File: src/rtl/mem_byte_arbiter_pkg.sv
// Shared types and constants for the byte-serial RAM arbiter.
package mem_byte_arbiter_pkg;

  localparam int unsigned MEM_BYTES_C = 1536;

  typedef enum logic [1:0] {
    SZ_BYTE = 2'b00,
    SZ_HALF = 2'b01,
    SZ_WORD = 2'b10,
    SZ_ILL  = 2'b11
  } size_t;

  typedef enum logic [1:0] {
    ST_IDLE,
    ST_ISSUE,
    ST_DRAIN,
    ST_RESP
  } state_t;

  // Number of byte beats for an access size (illegal sizes are flagged elsewhere).
  function automatic logic [2:0] beat_count(input size_t sz);
    case (sz)
      SZ_BYTE: beat_count = 3'd1;
      SZ_HALF: beat_count = 3'd2;
      default: beat_count = 3'd4;
    endcase
  endfunction

endpackage

File: src/rtl/mem_beat_assembler.sv
// Captures returning RAM bytes into a little-endian 32-bit word.
module mem_beat_assembler #(
  parameter int unsigned RD_LAT = 1
) (
  input  logic        CLK_c,
  input  logic        RST_N_c,
  input  logic        clr,
  input  logic        beat_re,
  input  logic [2:0]  n_beats,
  input  logic [7:0]  ram_rdata,
  output logic        last_cap,
  output logic [31:0] rdata
);

  logic [RD_LAT-1:0] issue_pipe;
  logic [1:0]        cap_cnt;
  logic              cap_vld;

  assign cap_vld = issue_pipe[RD_LAT-1];

  // Delay each issued read by RD_LAT and drop the returned byte into its lane.
  always_ff @(posedge CLK_c) begin
    if (!RST_N_c || clr) begin
      issue_pipe <= '0;
      cap_cnt    <= '0;
      rdata      <= '0;
    end else begin
      issue_pipe[0] <= beat_re;
      for (int unsigned i = 1; i < RD_LAT; i++) begin
        issue_pipe[i] <= issue_pipe[i-1];
      end
      if (cap_vld) begin
        rdata[{cap_cnt, 3'b000} +: 8] <= ram_rdata;
        cap_cnt                       <= cap_cnt + 2'd1;
      end
    end
  end

  // Flag the capture of the final byte of the access.
  always_comb begin
    last_cap = cap_vld && ({1'b0, cap_cnt} == (n_beats - 3'd1));
  end

endmodule

File: src/rtl/mem_byte_arbiter.sv
// Arbitrates fetch and load/store onto a single byte-wide RAM port.
module mem_byte_arbiter
  import mem_byte_arbiter_pkg::*;
#(
  parameter int unsigned RD_LAT    = 1,
  parameter int unsigned MEM_BYTES = MEM_BYTES_C,
  parameter int unsigned AW        = 11
) (
  input  logic          CLK_c,
  input  logic          RST_N_c,
  input  logic          if_req,
  input  logic [AW-1:0] if_addr,
  output logic          if_done,
  output logic [31:0]   if_rdata,
  output logic          if_err,
  input  logic          ls_req,
  input  logic          ls_we,
  input  logic [1:0]    ls_size,
  input  logic [AW-1:0] ls_addr,
  input  logic [31:0]   ls_wdata,
  output logic          ls_done,
  output logic [31:0]   ls_rdata,
  output logic          ls_err,
  output logic [AW-1:0] ram_raddr,
  output logic          ram_re,
  output logic [AW-1:0] ram_waddr,
  output logic          ram_we,
  output logic [7:0]    ram_wdata,
  input  logic [7:0]    ram_rdata
);

  state_t        state, state_nxt;
  logic          last_ls, grant_ls, we_r, err_r;
  logic [AW-1:0] addr_r, beat_addr;
  logic [31:0]   wdata_r, asm_rdata;
  logic [2:0]    n_r, beat_k;
  logic          last_cap, any_req;

  logic          pick_ls, acc_err;
  logic [AW-1:0] acc_addr;
  size_t         acc_size;
  logic [2:0]    acc_n;
  logic [AW:0]   acc_end;

  // Accept-time decode: round-robin pick, beat count and range check.
  always_comb begin
    any_req  = if_req || ls_req;
    pick_ls  = ls_req && (!if_req || !last_ls);
    acc_addr = pick_ls ? ls_addr : if_addr;
    acc_size = pick_ls ? size_t'(ls_size) : SZ_WORD;
    acc_n    = beat_count(acc_size);
    acc_end  = {1'b0, acc_addr} + (AW+1)'(acc_n) - (AW+1)'(1);
    acc_err  = (acc_end >= (AW+1)'(MEM_BYTES)) || (acc_size == SZ_ILL);
  end

  // State register.
  always_ff @(posedge CLK_c) begin
    if (!RST_N_c) state <= ST_IDLE;
    else          state <= state_nxt;
  end

  // Next-state logic.
  always_comb begin
    state_nxt = state;
    case (state)
      ST_IDLE:  if (any_req) state_nxt = acc_err ? ST_RESP : ST_ISSUE;
      ST_ISSUE: if (beat_k == (n_r - 3'd1)) state_nxt = we_r ? ST_RESP : ST_DRAIN;
      ST_DRAIN: if (last_cap) state_nxt = ST_RESP;
      ST_RESP:  state_nxt = ST_IDLE;
      default:  state_nxt = ST_IDLE;
    endcase
  end

  // Access context: latched on accept, beat counter, last-grant bookkeeping.
  always_ff @(posedge CLK_c) begin
    if (!RST_N_c) begin
      last_ls  <= 1'b0;
      grant_ls <= 1'b0;
      we_r     <= 1'b0;
      err_r    <= 1'b0;
      addr_r   <= '0;
      wdata_r  <= '0;
      n_r      <= '0;
      beat_k   <= '0;
    end else begin
      case (state)
        ST_IDLE: begin
          beat_k <= '0;
          if (any_req) begin
            grant_ls <= pick_ls;
            addr_r   <= acc_addr;
            we_r     <= pick_ls && ls_we;
            wdata_r  <= ls_wdata;
            n_r      <= acc_n;
            err_r    <= acc_err;
          end
        end
        ST_ISSUE: beat_k  <= beat_k + 3'd1;
        ST_RESP:  last_ls <= grant_ls;
        default: ;
      endcase
    end
  end

  // Output decode: RAM beats in ISSUE, done/data/err in RESP.
  always_comb begin
    beat_addr = addr_r + AW'(beat_k);
    ram_re    = 1'b0;
    ram_raddr = '0;
    ram_we    = 1'b0;
    ram_waddr = '0;
    ram_wdata = '0;
    if_done   = 1'b0;
    if_rdata  = '0;
    if_err    = 1'b0;
    ls_done   = 1'b0;
    ls_rdata  = '0;
    ls_err    = 1'b0;
    case (state)
      ST_ISSUE: begin
        if (we_r) begin
          ram_we    = 1'b1;
          ram_waddr = beat_addr;
          ram_wdata = wdata_r[{beat_k[1:0], 3'b000} +: 8];
        end else begin
          ram_re    = 1'b1;
          ram_raddr = beat_addr;
        end
      end
      ST_RESP: begin
        if (grant_ls) begin
          ls_done  = 1'b1;
          ls_err   = err_r;
          ls_rdata = err_r ? '0 : asm_rdata;
        end else begin
          if_done  = 1'b1;
          if_err   = err_r;
          if_rdata = err_r ? '0 : asm_rdata;
        end
      end
      default: ;
    endcase
  end

  mem_beat_assembler #(
    .RD_LAT (RD_LAT)
  ) u_asm (
    .CLK_c     (CLK_c),
    .RST_N_c   (RST_N_c),
    .clr       (state == ST_IDLE),
    .beat_re   (ram_re),
    .n_beats   (n_r),
    .ram_rdata (ram_rdata),
    .last_cap  (last_cap),
    .rdata     (asm_rdata)
  );

endmodule

File: config.mk
export PLATFORM = sky130hd
export DESIGN_NAME = mem_byte_arbiter
export DESIGN_NICKNAME = d
export VERILOG_FILES = /design/src/rtl/mem_byte_arbiter_pkg.sv /design/src/rtl/mem_beat_assembler.sv /design/src/rtl/mem_byte_arbiter.sv
export SDC_FILE = /design/constraint.sdc
export NUM_CORES = 1
export LEC_CHECK = 0
export CELL_PAD_IN_SITES_DETAIL_PLACEMENT = 2
export CELL_PAD_IN_SITES_GLOBAL_PLACEMENT = 2
export CORE_MARGIN = 2
export CORE_UTILIZATION = 28
export DETAILED_ROUTE_END_ITERATION = 6
export PLACE_DENSITY = 0.95
export SYNTH_ARGS = -nofsm -noshare
export SYNTH_HDL_FRONTEND = slang
export SYNTH_SLANG_ARGS = --single-unit
File: constraint.sdc
create_clock -name CLK_c -period 8.9 [get_ports CLK_c]
set_input_delay 0.89 -clock CLK_c [delete_from_list [all_inputs] [get_ports CLK_c]]
set_output_delay 0.89 -clock CLK_c [all_outputs]
set_load 0.01 [all_outputs]
After elaboration in Yosys (flattened, before gate mapping):

Cells that the tools add are included.

* register bits after elaboration: 90
* input port bits: 69
* word-level logic and storage cells: 82

* order comparisons: 1
* shifts and indexed selects: 3
* equal/unequal tests: 10
* $add $sub $neg: 7
* reduce and logical (&&, ||, !) cells: 15
* muxes and demuxes: 34

Operators by type and width (number)
* $mux W32: 5
* $mux W11: 5
* $bwmux W32: 1
* $shift A8 B7 Y32 const A: 1
* $shiftx A32 B6 Y8: 1
* $shiftx A8 B7 Y32: 1
* $mux W8: 2
* $mux W1: 13
* $add A11 B3 Y12: 1
* $ge A12 B11 Y1 const B: 1
* $pmux W3 S2: 2
* $sub A12 B1 Y12 const B: 1
* $add A11 B3 Y11: 1
* $mux W2: 5
* $pmux W2 S4: 1
* $neg A5 Y7: 1
* $eq A2 B2 Y1 const B: 3
* $ne A2 B2 Y1 const B: 3
* $eq A2 B1 Y1 const B: 2
* $logic_not A2 Y1: 2
* $logic_or A1 B1 Y1: 4
* $add A3 B1 Y3 const B: 1
* $eq A2 B3 Y1: 1
* $eq A3 B3 Y1: 1
* 7 further kinds: 11

Logic depth before layout (Yosys ltp):

Gate-level depths: netlist of the first run.

* depth in word-level cells: 13
* depth in mapped cells: 14
* gate-level depth less buffers: 14

Cells and area by module:

Synthesis of the first run repeated with hierarchy kept, for this count alone.

* cell total of the unflattened synthesis: 664
* area total of the unflattened synthesis: 5218.8 µm²

By module, submodules not included
* mem_byte_arbiter: instances 1, cells an instance 511, area each 3768.6 µm², sequential area each 1101.1 µm²
* mem_beat_assembler: instances 1, cells an instance 153, area each 1450.1 µm², sequential area each 700.7 µm²

Least setup slack after synthesis of the first run:

Ideal clock, no wire load.

* path type: in2reg
* start point: input port ls_req
* end point: register state[1]
* arrival: 3701 ps
* slack: 5106 ps
* stages: 12
* path through: a21boi_2 buf_2 mux2i_1 ha_1 inv_1 ha_1 a21o_1 a221oi_1 mux2_2 a2111oi_2 a21oi_1 o311ai_2

* longest elaborated chain between the ends: 11

Ends and longest elaborated chain
* from (decl): line mem_byte_arbiter.sv:16 `input logic ls_req,`
* $logic_and A1 B1 Y1: line mem_byte_arbiter.sv:48 `pick_ls = ls_req && (!if_req || !last_ls);`
* $mux W2: line mem_byte_arbiter.sv:50 `acc_size = pick_ls ? size_t'(ls_size) : SZ_WORD;`
* $eq A2 B1 Y1 / $logic_not A2 Y1 (equally long branches): line mem_byte_arbiter_pkg.sv:22 `case (sz)`
* $pmux W3 S2: line mem_byte_arbiter_pkg.sv:22
* $add A11 B3 Y12: line mem_byte_arbiter.sv:52 `acc_end = {1'b0, acc_addr} + (AW+1)'(acc_n) - (AW+1)'(1);`
* $sub A12 B1 Y12: line mem_byte_arbiter.sv:52
* $ge A12 B11 Y1: line mem_byte_arbiter.sv:53 `acc_err = (acc_end >= (AW+1)'(MEM_BYTES)) || (acc_size == SZ_ILL);`
* $logic_or A1 B1 Y1: line mem_byte_arbiter.sv:53
* $mux W2 (2 in a row): line mem_byte_arbiter.sv:66 `ST_IDLE: if (any_req) state_nxt = acc_err ? ST_RESP : ST_ISSUE;`
* $pmux W2 S4: line mem_byte_arbiter.sv:65 `case (state)`
* to (signal assigned): line mem_byte_arbiter.sv:59 `else state <= state_nxt;`
* to (decl): line mem_byte_arbiter.sv:32 `state_t state, state_nxt;`

Parallel ways exist; a longest one is shown, timed or not. The select of a mux whose other input is x is not followed.
A chain may end at the register's enable or synchronous reset.

Final worst setup path of the first run:

Same ends and word-level chain as after synthesis.

==> metrics.md, run 1 <==
| Metric | Value |
|---|---|
| Vias in the first global route | `between 5,000 and 6,000` |
| Post-route DRC | `0` |
| HP Class | `reg2reg` |
| Wirelength per Cell | `18.3 um` |
| Critical path's slowest cell | `clkdlybuf4s50_1` |
| CP startpoint kind | `input pin` |
| Final cycle utilization of the critical path | `0.472` |
| Initial core utilization | `0.285` |
| Die width | `roughly 140 um` |
| Max incr delay on CP | `0.51 ns` |
| Count leader, synth | `nand2_1` |
| Violation count after the first detailed-route iteration | `212` |
| Total Routing Usage GR | `0.190` |
| Via-to-Cell Ratio | `between 4 and 5` |
| Final wirelength | `18,100 um` |
| Skew-Pair Late Insertion Delay | `0.34 ns` |
| Main synth FF type | `dfxtp_1` |
| Area Growth Syn to Fin | `42.6%` |
| Largest net degree at the start of global routing | `60` |
| FF+latch count, synth | `90` |
| Drt pass-1 iters | `4` |
| Crit path time final | `between 4 and 5 ns` |
| Pwr dens | `188 mW/mm^2` |
| R2r setup slk | `5.48 ns` |
| Synth area leaders | `dfxtp_1 (35%), and2_1 (8.2%), nand2_1 (7.0%), ha_1 (6.6%), a22oi_1 (5.0%)` |
| Max_slew headroom | `0.376` |
| Num ports | `169` |
| Setup Fix Bufs, Post-CTS | `0` |
| Worst path required time | `9.15 ns` |
| Hold Path Sink | `wdata_r[11]$_SDFFE_PN0P_` |
| Fraction of layout cells with a size suffix above 1 | `0.0526` |
| Pre-CTS setup slack | `between 4 and 5 ns` |
| Top achievable clock speed | `238 MHz` |
| Top-area cell type share of the netlist area | `0.352` |
| Clock transition at the registers of the reported paths | `0.06 ns` |
| Setup Skew | `0.00594 ns` |
| Crit path max-delay family | `compound AO/OA/AOI/OAI gates` |
| Nets | `approximately 850` |
| Final setup fails | `0` |
| Worst hold stages | `2` |
| CP most frequent cell | `ha_1` |
| Util after Layout | `0.406` |
| Setup TNS | `0 ns` |
| Kind of critical path | `in2reg` |
| Worst slew pin tran | `0.934 ns` |
| Antenna Cells | `0` |
| Vias | `between 4,000 and 5,000` |
| Max-Cap Viols | `0` |
| Post-synth cell types | `49` |
| RR Startpoint | `last_ls$_SDFFE_PN0P_` |
| Clk sinks | `90` |
| GP Congestion | `0.806` |
| Worst-path maximum fanout | `15` |
| GRT Residual Overflow | `0` |
| Leak Pwr | `2.87 nW` |
| Maximum level of the CTS H-tree | `3` |
| CP Buf/Inv Count | `3` |
| First-pass GRT wire length | `29,500 um` |
| Total CTS buffers | `9` |
| Avg Cell Area, Syn | `8.43 um^2` |
| Crit. End Element | `register` |
| Hold Fails Final Rpt | `0` |
| DRT antenna net count | `0` |
| Worst IR Drop VDD | `0.0000852 V` |
| Critical path, cell by cell | `clkdlybuf4s50_1 > a21boi_2 > buf_4 > nor2b_1 > nand2_1 > ha_1 > inv_1 > ha_1 > a21o_1 > a221oi_1 > mux2_2 > a2111oi_2 > a21oi_1 > o311ai_2` |
| CTS Hold Buffers Added | `0` |
| Status | `complete, no violations` |
| Die span in y | `139 um` |
| Reg2reg path depth | `13` |
| Worst min-delay path startpoint | `wdata_r[11]$_SDFFE_PN0P_` |
| Deepest clock path buffer count | `2` |
| RSZ-0062 raised after global routing | `no` |
| Post-DP HPWL | `13,800 um` |
| Syn_nets | `705` |
| Leading area contributor after synthesis | `dfxtp_1` |
| Core area | `0.0180 mm^2` |
| Die area | `0.0194 mm^2` |
| Final Slew Violations | `0` |
| Synth top cells by count | `nand2_1 (96), dfxtp_1 (90), and2_1 (67)` |
| Netlist Area Pre-Place | `0.00512 mm^2` |
| Post-synthesis sequential area ratio | `0.352` |
| Clock Root Buffer | `clkbuf_16` |
| Post-synth EDFFs | `0` |
| Initial antenna violation count | `0` |
| Cts repair resizes | `0` |
| Row cnt | `49` |
| Async set-reset flop share out of synthesis | `0` |
| Worst Slack Setup Final | `~4.7 ns` |
| Post-synthesis cell count | `about 610` |
| TritonCTS clock tree | `done` |
| WP data arrival | `4.45 ns` |
| R2r endpoint | `state[1]$_SDFFE_PN0P_` |
| Buffers on Ports | `approximately 170` |
| Warnings, synthesis | `0` |
## flip-flops by register name (all words and copies together) (netlist names)
| register | count |
|---|---|
| u_asm.rdata | 32 |
| we_r | 1 |
| grant_ls | 1 |
| addr_r | 11 |
| last_ls | 1 |
| wdata_r | 32 |
| n_r | 3 |
| state | 2 |
| err_r | 1 |
| u_asm.cap_vld | 1 |
| u_asm.cap_cnt | 2 |
| beat_k | 3 |
## placed cells by master, fill, tap and decap left out, drive strengths merged, types with 2 or more instances in the layout
cell type,instances
a41o,2
a22oi,34
a21o,7
nand4,3
xnor2,10
and2,67
o31ai,2
xor2,6
a21boi,35
fa,2
inv,26
clkbuf,13
nand2b,6
o21ai,6
nor2,64
ha,27
nor2b,18
nor4b,3
and3,4
mux4,8
a21oi,10
nand3,4
a2111oi,2
clkdlybuf4s50,167
dfxtp,90
mux2i,12
nand2,96
buf,7
o211a,13
## layout make-up
class                   count  area [um^2]
clock inverters             2         35.0
multi-input cells         455         3090
fillers                  1983        10700
repair buffers            174         1720
well taps                 229          287
flip-flops and latches     90         1800
inverters                  26         97.6
clock buffers              13          270
## metrics by stage
stage / hold slack (ns) / total power, mW / std cells / area, um^2
after global routing: 0.477 / 1.46 / 989 / 7300
after CTS: 0.460 / 1.39 / 989 / 7300
after floorplan: 0.432 / 0.810 / 607 / 5120
after global placement: 0.437 / 0.959 / 974 / 6990
final: 0.456 / 1.37 / 989 / 7300
after detailed placement: 0.451 / 0.986 / 974 / 6990
## worst register-to-register path: stages (launching register included)
cell	delay, ns
dfxtp_1	0.33
a21boi_2	0.11
buf_4	0.28
nor2b_1	0.34
nand2_1	0.12
ha_1	0.29
inv_1	0.04
ha_1	0.20
a21o_1	0.16
a221oi_1	0.29
mux2_2	0.39
a2111oi_2	0.34
a21oi_1	0.14
o311ai_2	0.28
## power breakdown
group / internal [mW] / switching, mW
combinational: 0.190 / 0.254
sequential: 0.464 / 0.0633
clock: 0.239 / 0.159
total: 0.894 / 0.476
## per-layer routing
layer,vias up,GRT usage,wire [um]
met3,22,0.0276,572
met2,124,0.345,9410
li1,2344,-,-
met4,0,0.0696,402
met1,2439,0.228,7750
met5,-,0,0
## worst max path at each step
| stage | start | endpoint | slack (ns) | cells after the start |
|---|---|---|---|---|
| after floorplan | ls_req | state[1]$_SDFFE_PN0P_ | 5.11 | 12 |
| after global placement | ls_req | state[1]$_SDFFE_PN0P_ | 4.50 | 14 |
| after detailed placement | ls_req | state[1]$_SDFFE_PN0P_ | 4.31 | 14 |
| after CTS | ls_req | state[1]$_SDFFE_PN0P_ | 4.67 | 14 |
| after global routing | ls_req | state[1]$_SDFFE_PN0P_ | 4.42 | 14 |
| final | ls_req | state[1]$_SDFFE_PN0P_ | 4.70 | 14 |
## logic make-up (layout without fill, tap and decap cells)
| group | Yosys count | count (layout) | share of synthesized area |
|---|---|---|---|
| simple gates | 270 | 270 | 0.259 |
| compound gates | 119 | 119 | 0.179 |
| flops | 90 | 90 | 0.352 |
| buf+inv | 62 | 215 | 0.0472 |
| fa+ha+maj | 29 | 29 | 0.0738 |
| mux | 21 | 21 | 0.0609 |
| xor+xnor | 16 | 16 | 0.0274 |
No activity file was read; power rests on OpenSTA's default activity.
==> inputs of run 2 (changes only) <==
- CORE_UTILIZATION: 28 -> 26
- PLACE_DENSITY: 0.95 -> 0.92
- clock period: 8.9 -> 4 ns (I/O delays scaled with it)
==> metrics.md, run 2 (synthesized netlist as in run 1, its figures left out) <==
| Metric | Value |
|---|---|
| Worst path required time | `4.25 ns (was 9.15 ns)` |
| Max incr delay on CP | `0.52 ns (was 0.51 ns)` |
| Final Slew Violations | `0 (unchanged)` |
| Total CTS buffers | `9 (unchanged)` |
| Max_slew headroom | `0.373 (was 0.376)` |
| Worst slew pin tran | `0.940 ns (was 0.934 ns)` |
| Clk sinks | `90 (unchanged)` |
| TritonCTS clock tree | `done (unchanged)` |
| Via-to-Cell Ratio | `4.81 (was 4.98)` |
| GRT Residual Overflow | `0 (unchanged)` |
| HP Class | `reg2reg (unchanged)` |
| Final setup fails | `0 (unchanged)` |
| Most common cell after layout, fill and taps aside | `clkdlybuf4s50_1 (unchanged)` |
| Skew-Pair Late Insertion Delay | `0.35 ns (was 0.34 ns)` |
| GP Congestion | `0.798 (was 0.806)` |
| Core area | `0.0194 mm^2 (was 0.0180 mm^2)` |
| Fraction of layout cells with a size suffix above 1 | `0.0589 (was 0.0526)` |
| RSZ-0062 raised after global routing | `no (unchanged)` |
| CP startpoint kind | `input pin (unchanged)` |
| Worst Slack Setup Final | `0.254 ns (was 4.70 ns)` |
| Worst-path maximum fanout | `10 (was 15)` |
| Sw Ratio | `0.360 (was 0.347)` |
| Deepest clock path buffer count | `2 (unchanged)` |
| Internal | `1.90 mW (was 0.894 mW)` |
| Final cycle utilization of the critical path | `0.936` |
| Initial core utilization | `0.264 (was 0.285)` |
| Drt pass-1 iters | `4 (unchanged)` |
| Reg power frac | `0.386 (was 0.385)` |
| Clock Power Share | `0.272 (was 0.290)` |
| Cts repair resizes | `0 (unchanged)` |
| Row cnt | `51 (was 49)` |
| Hold Fails Final Rpt | `0 (unchanged)` |
| Area Growth Syn to Fin | `43.4% (was 42.6%)` |
| Pwr dens | `405 mW/mm^2 (was 188 mW/mm^2)` |
| Final wirelength | `18,200 um (was 18,100 um)` |
| Crit path time final | `3.75 ns` |
| Regs by FF count | `u_asm.rdata (32), wdata_r (32), addr_r (11) (unchanged)` |
| Kind of critical path | `in2reg (unchanged)` |
| Area after DPL | `0.00706 mm^2 (was 0.00699 mm^2)` |
| Die area | `0.0208 mm^2 (was 0.0194 mm^2)` |
| Vias in the first global route | `5,286 (was 5,416)` |
| Num ports | `169 (unchanged)` |
| Wirelength per Cell | `17.7 um (was 18.3 um)` |
| Setup Fix Bufs, Post-CTS | `0 (unchanged)` |
| WP data arrival | `4.00 ns (was 4.45 ns)` |
| DRT antenna net count | `0 (unchanged)` |
| First-pass GRT wire length | `28,600 um (was 29,500 um)` |
| Maximum level of the CTS H-tree | `3 (unchanged)` |
| Antenna Cells | `0 (unchanged)` |
| Psw | `1.07 mW (was 0.476 mW)` |
| Vias | `4,952 (was 4,929)` |
| Setup Skew | `0.00954 ns (was 0.00594 ns)` |
| Buffers on Ports | `168 (unchanged)` |
| Nets | `857 (was 854)` |
| Post-route DRC | `0 (unchanged)` |
| Design area | `0.00734 mm^2 (was 0.00730 mm^2)` |
| Crit. End Element | `register (unchanged)` |
| Max-Cap Viols | `0 (unchanged)` |
| Violation count after the first detailed-route iteration | `183 (was 212)` |
| Clock Root Buffer | `clkbuf_16 (unchanged)` |
| Pre-CTS setup slack | `-0.112 ns (was 4.31 ns)` |
| Die span in y | `144 um (was 139 um)` |
| Critical path, cell by cell | `clkdlybuf4s50_1 > a21boi_2 > buf_4 > mux2i_1 > inv_1 > ha_1 > and3_1 > a221oi_1 > mux2_2 > a2111oi_2 > a21oi_1 > o311ai_2 (was clkdlybuf4s50_1 > a21boi_2 > buf_4 > nor2b_1 > nand2_1 > ha_1 > inv_1 > ha_1 > a21o_1 > a221oi_1 > mux2_2 > a2111oi_2 > a21oi_1 > o311ai_2)` |
| Worst IR Drop VDD | `0.000185 V (was 0.0000852 V)` |
| Die width | `144 um (was 139 um)` |
| Largest net degree at the start of global routing | `58 (was 60)` |
| Critical path's slowest cell | `clkdlybuf4s50_1 (unchanged)` |
| Fillers | `2,167 (was 1,983)` |
| Initial antenna violation count | `0 (unchanged)` |
| Leak Pwr | `2.87 nW (about the same)` |
| Commonest non-fill, non-tap cells in the layout | `clkdlybuf4s50_1 (167), nand2_1 (96), dfxtp_1 (90) (unchanged)` |
| Post-DP HPWL | `14,400 um (was 13,800 um)` |
| CTS Hold Buffers Added | `0 (unchanged)` |
| Worst hold margin | `0.457 ns (was 0.456 ns)` |
| Clock transition at the registers of the reported paths | `0.07 ns (was 0.06 ns)` |
| Overall Power | `2.97 mW (was 1.37 mW)` |
| Top achievable clock speed | `approximately 270 MHz` |
| Status | `complete, no violations (unchanged)` |
| Total Routing Usage GR | `0.178 (was 0.190)` |
| Setup TNS | `0 ns (unchanged)` |
| Comb pwr share | `0.342 (was 0.324)` |
==> run 2: changes by cell type in the layout (fill, tap and decap cells not counted) <==
cell | previous run | this run
clkinv_2 | 1 | 2
clkbuf_1 | 1 | 0
clkbuf_8 | 3 | 1
bufinv_16 | 1 | 0
inv_6 | 0 | 1
buf_4 | 6 | 9
clkinvlp_4 | 0 | 3
==> run 2: critical path: cells and delay by family <==
kind	cells	cell delay [ns]
adder cells (fa/ha/maj)	1	0.32
multiplexers	2	0.74
buffers and inverters	3	0.89
AND/OR/NAND/NOR	1	0.19
AO/OA/AOI/OAI	5	1.45
==> run 2: path summary, 6_finish.rpt <==
path                                                from                        to  slack (ns)  cells past startpoint
worst min-delay path            wdata_r[27]$_SDFFE_PN0P_  wdata_r[27]$_SDFFE_PN0P_        0.46                      2
worst min register to register  wdata_r[27]$_SDFFE_PN0P_  wdata_r[27]$_SDFFE_PN0P_        0.46                      2
worst max register to register      last_ls$_SDFFE_PN0P_     state[1]$_SDFFE_PN0P_        0.54                     11
worst max-delay path                              ls_req     state[1]$_SDFFE_PN0P_        0.25                     12
==> run 2: layout make-up <==
| type | count | area, um^2 | share of cell area |
|---|---|---|---|
| flip-flops and latches | 90 | 1800 | 0.245 |
| inverters | 26 | 97.6 | 0.0133 |
| repair buffers | 177 | 1740 | 0.238 |
| well taps | 265 | 332 | 0.0452 |
| clock buffers | 10 | 239 | 0.0326 |
| clock inverters | 6 | 41.3 | 0.00562 |
| multi-input cells | 455 | 3090 | 0.420 |
==> run 2: power by group through the flow <==
stage          sequential (mW)  combinational, mW  clock [mW]
4_1_cts                   1.15               1.04       0.834
5_1_grt                   1.17               1.14       0.875
3_5_place_dp              1.17               1.04           0
3_3_place_gp              1.15              0.984           0
6_report                  1.15               1.02       0.807
2_1_floorplan             1.12              0.678           0
==> run 2: layer usage <==
layer,global-route usage,up-vias,part of all wire
li1,-,2361,-
met4,0.0629,0,0.020
met1,0.217,2432,0.43
met5,0,-,0
met3,0.0305,25,0.048
met2,0.316,134,0.50
==> run 2: through the flow <==
| step | util | instances |
|---|---|---|
| 2_1_floorplan | - | 607 |
| 3_3_place_gp | 0.364 | 1013 |
| 3_5_place_dp | 0.364 | 1013 |
| 4_1_cts | 0.378 | 1029 |
| 5_1_grt | 0.378 | 1029 |
| 6_report | 0.378 | 1029 |
==> inputs of run 3 (changes only) <==
- CAP_MARGIN: not set -> 20
==> results of run 3 <==
Same layout as run 2: the final DEF is identical, and so are final timing and power.
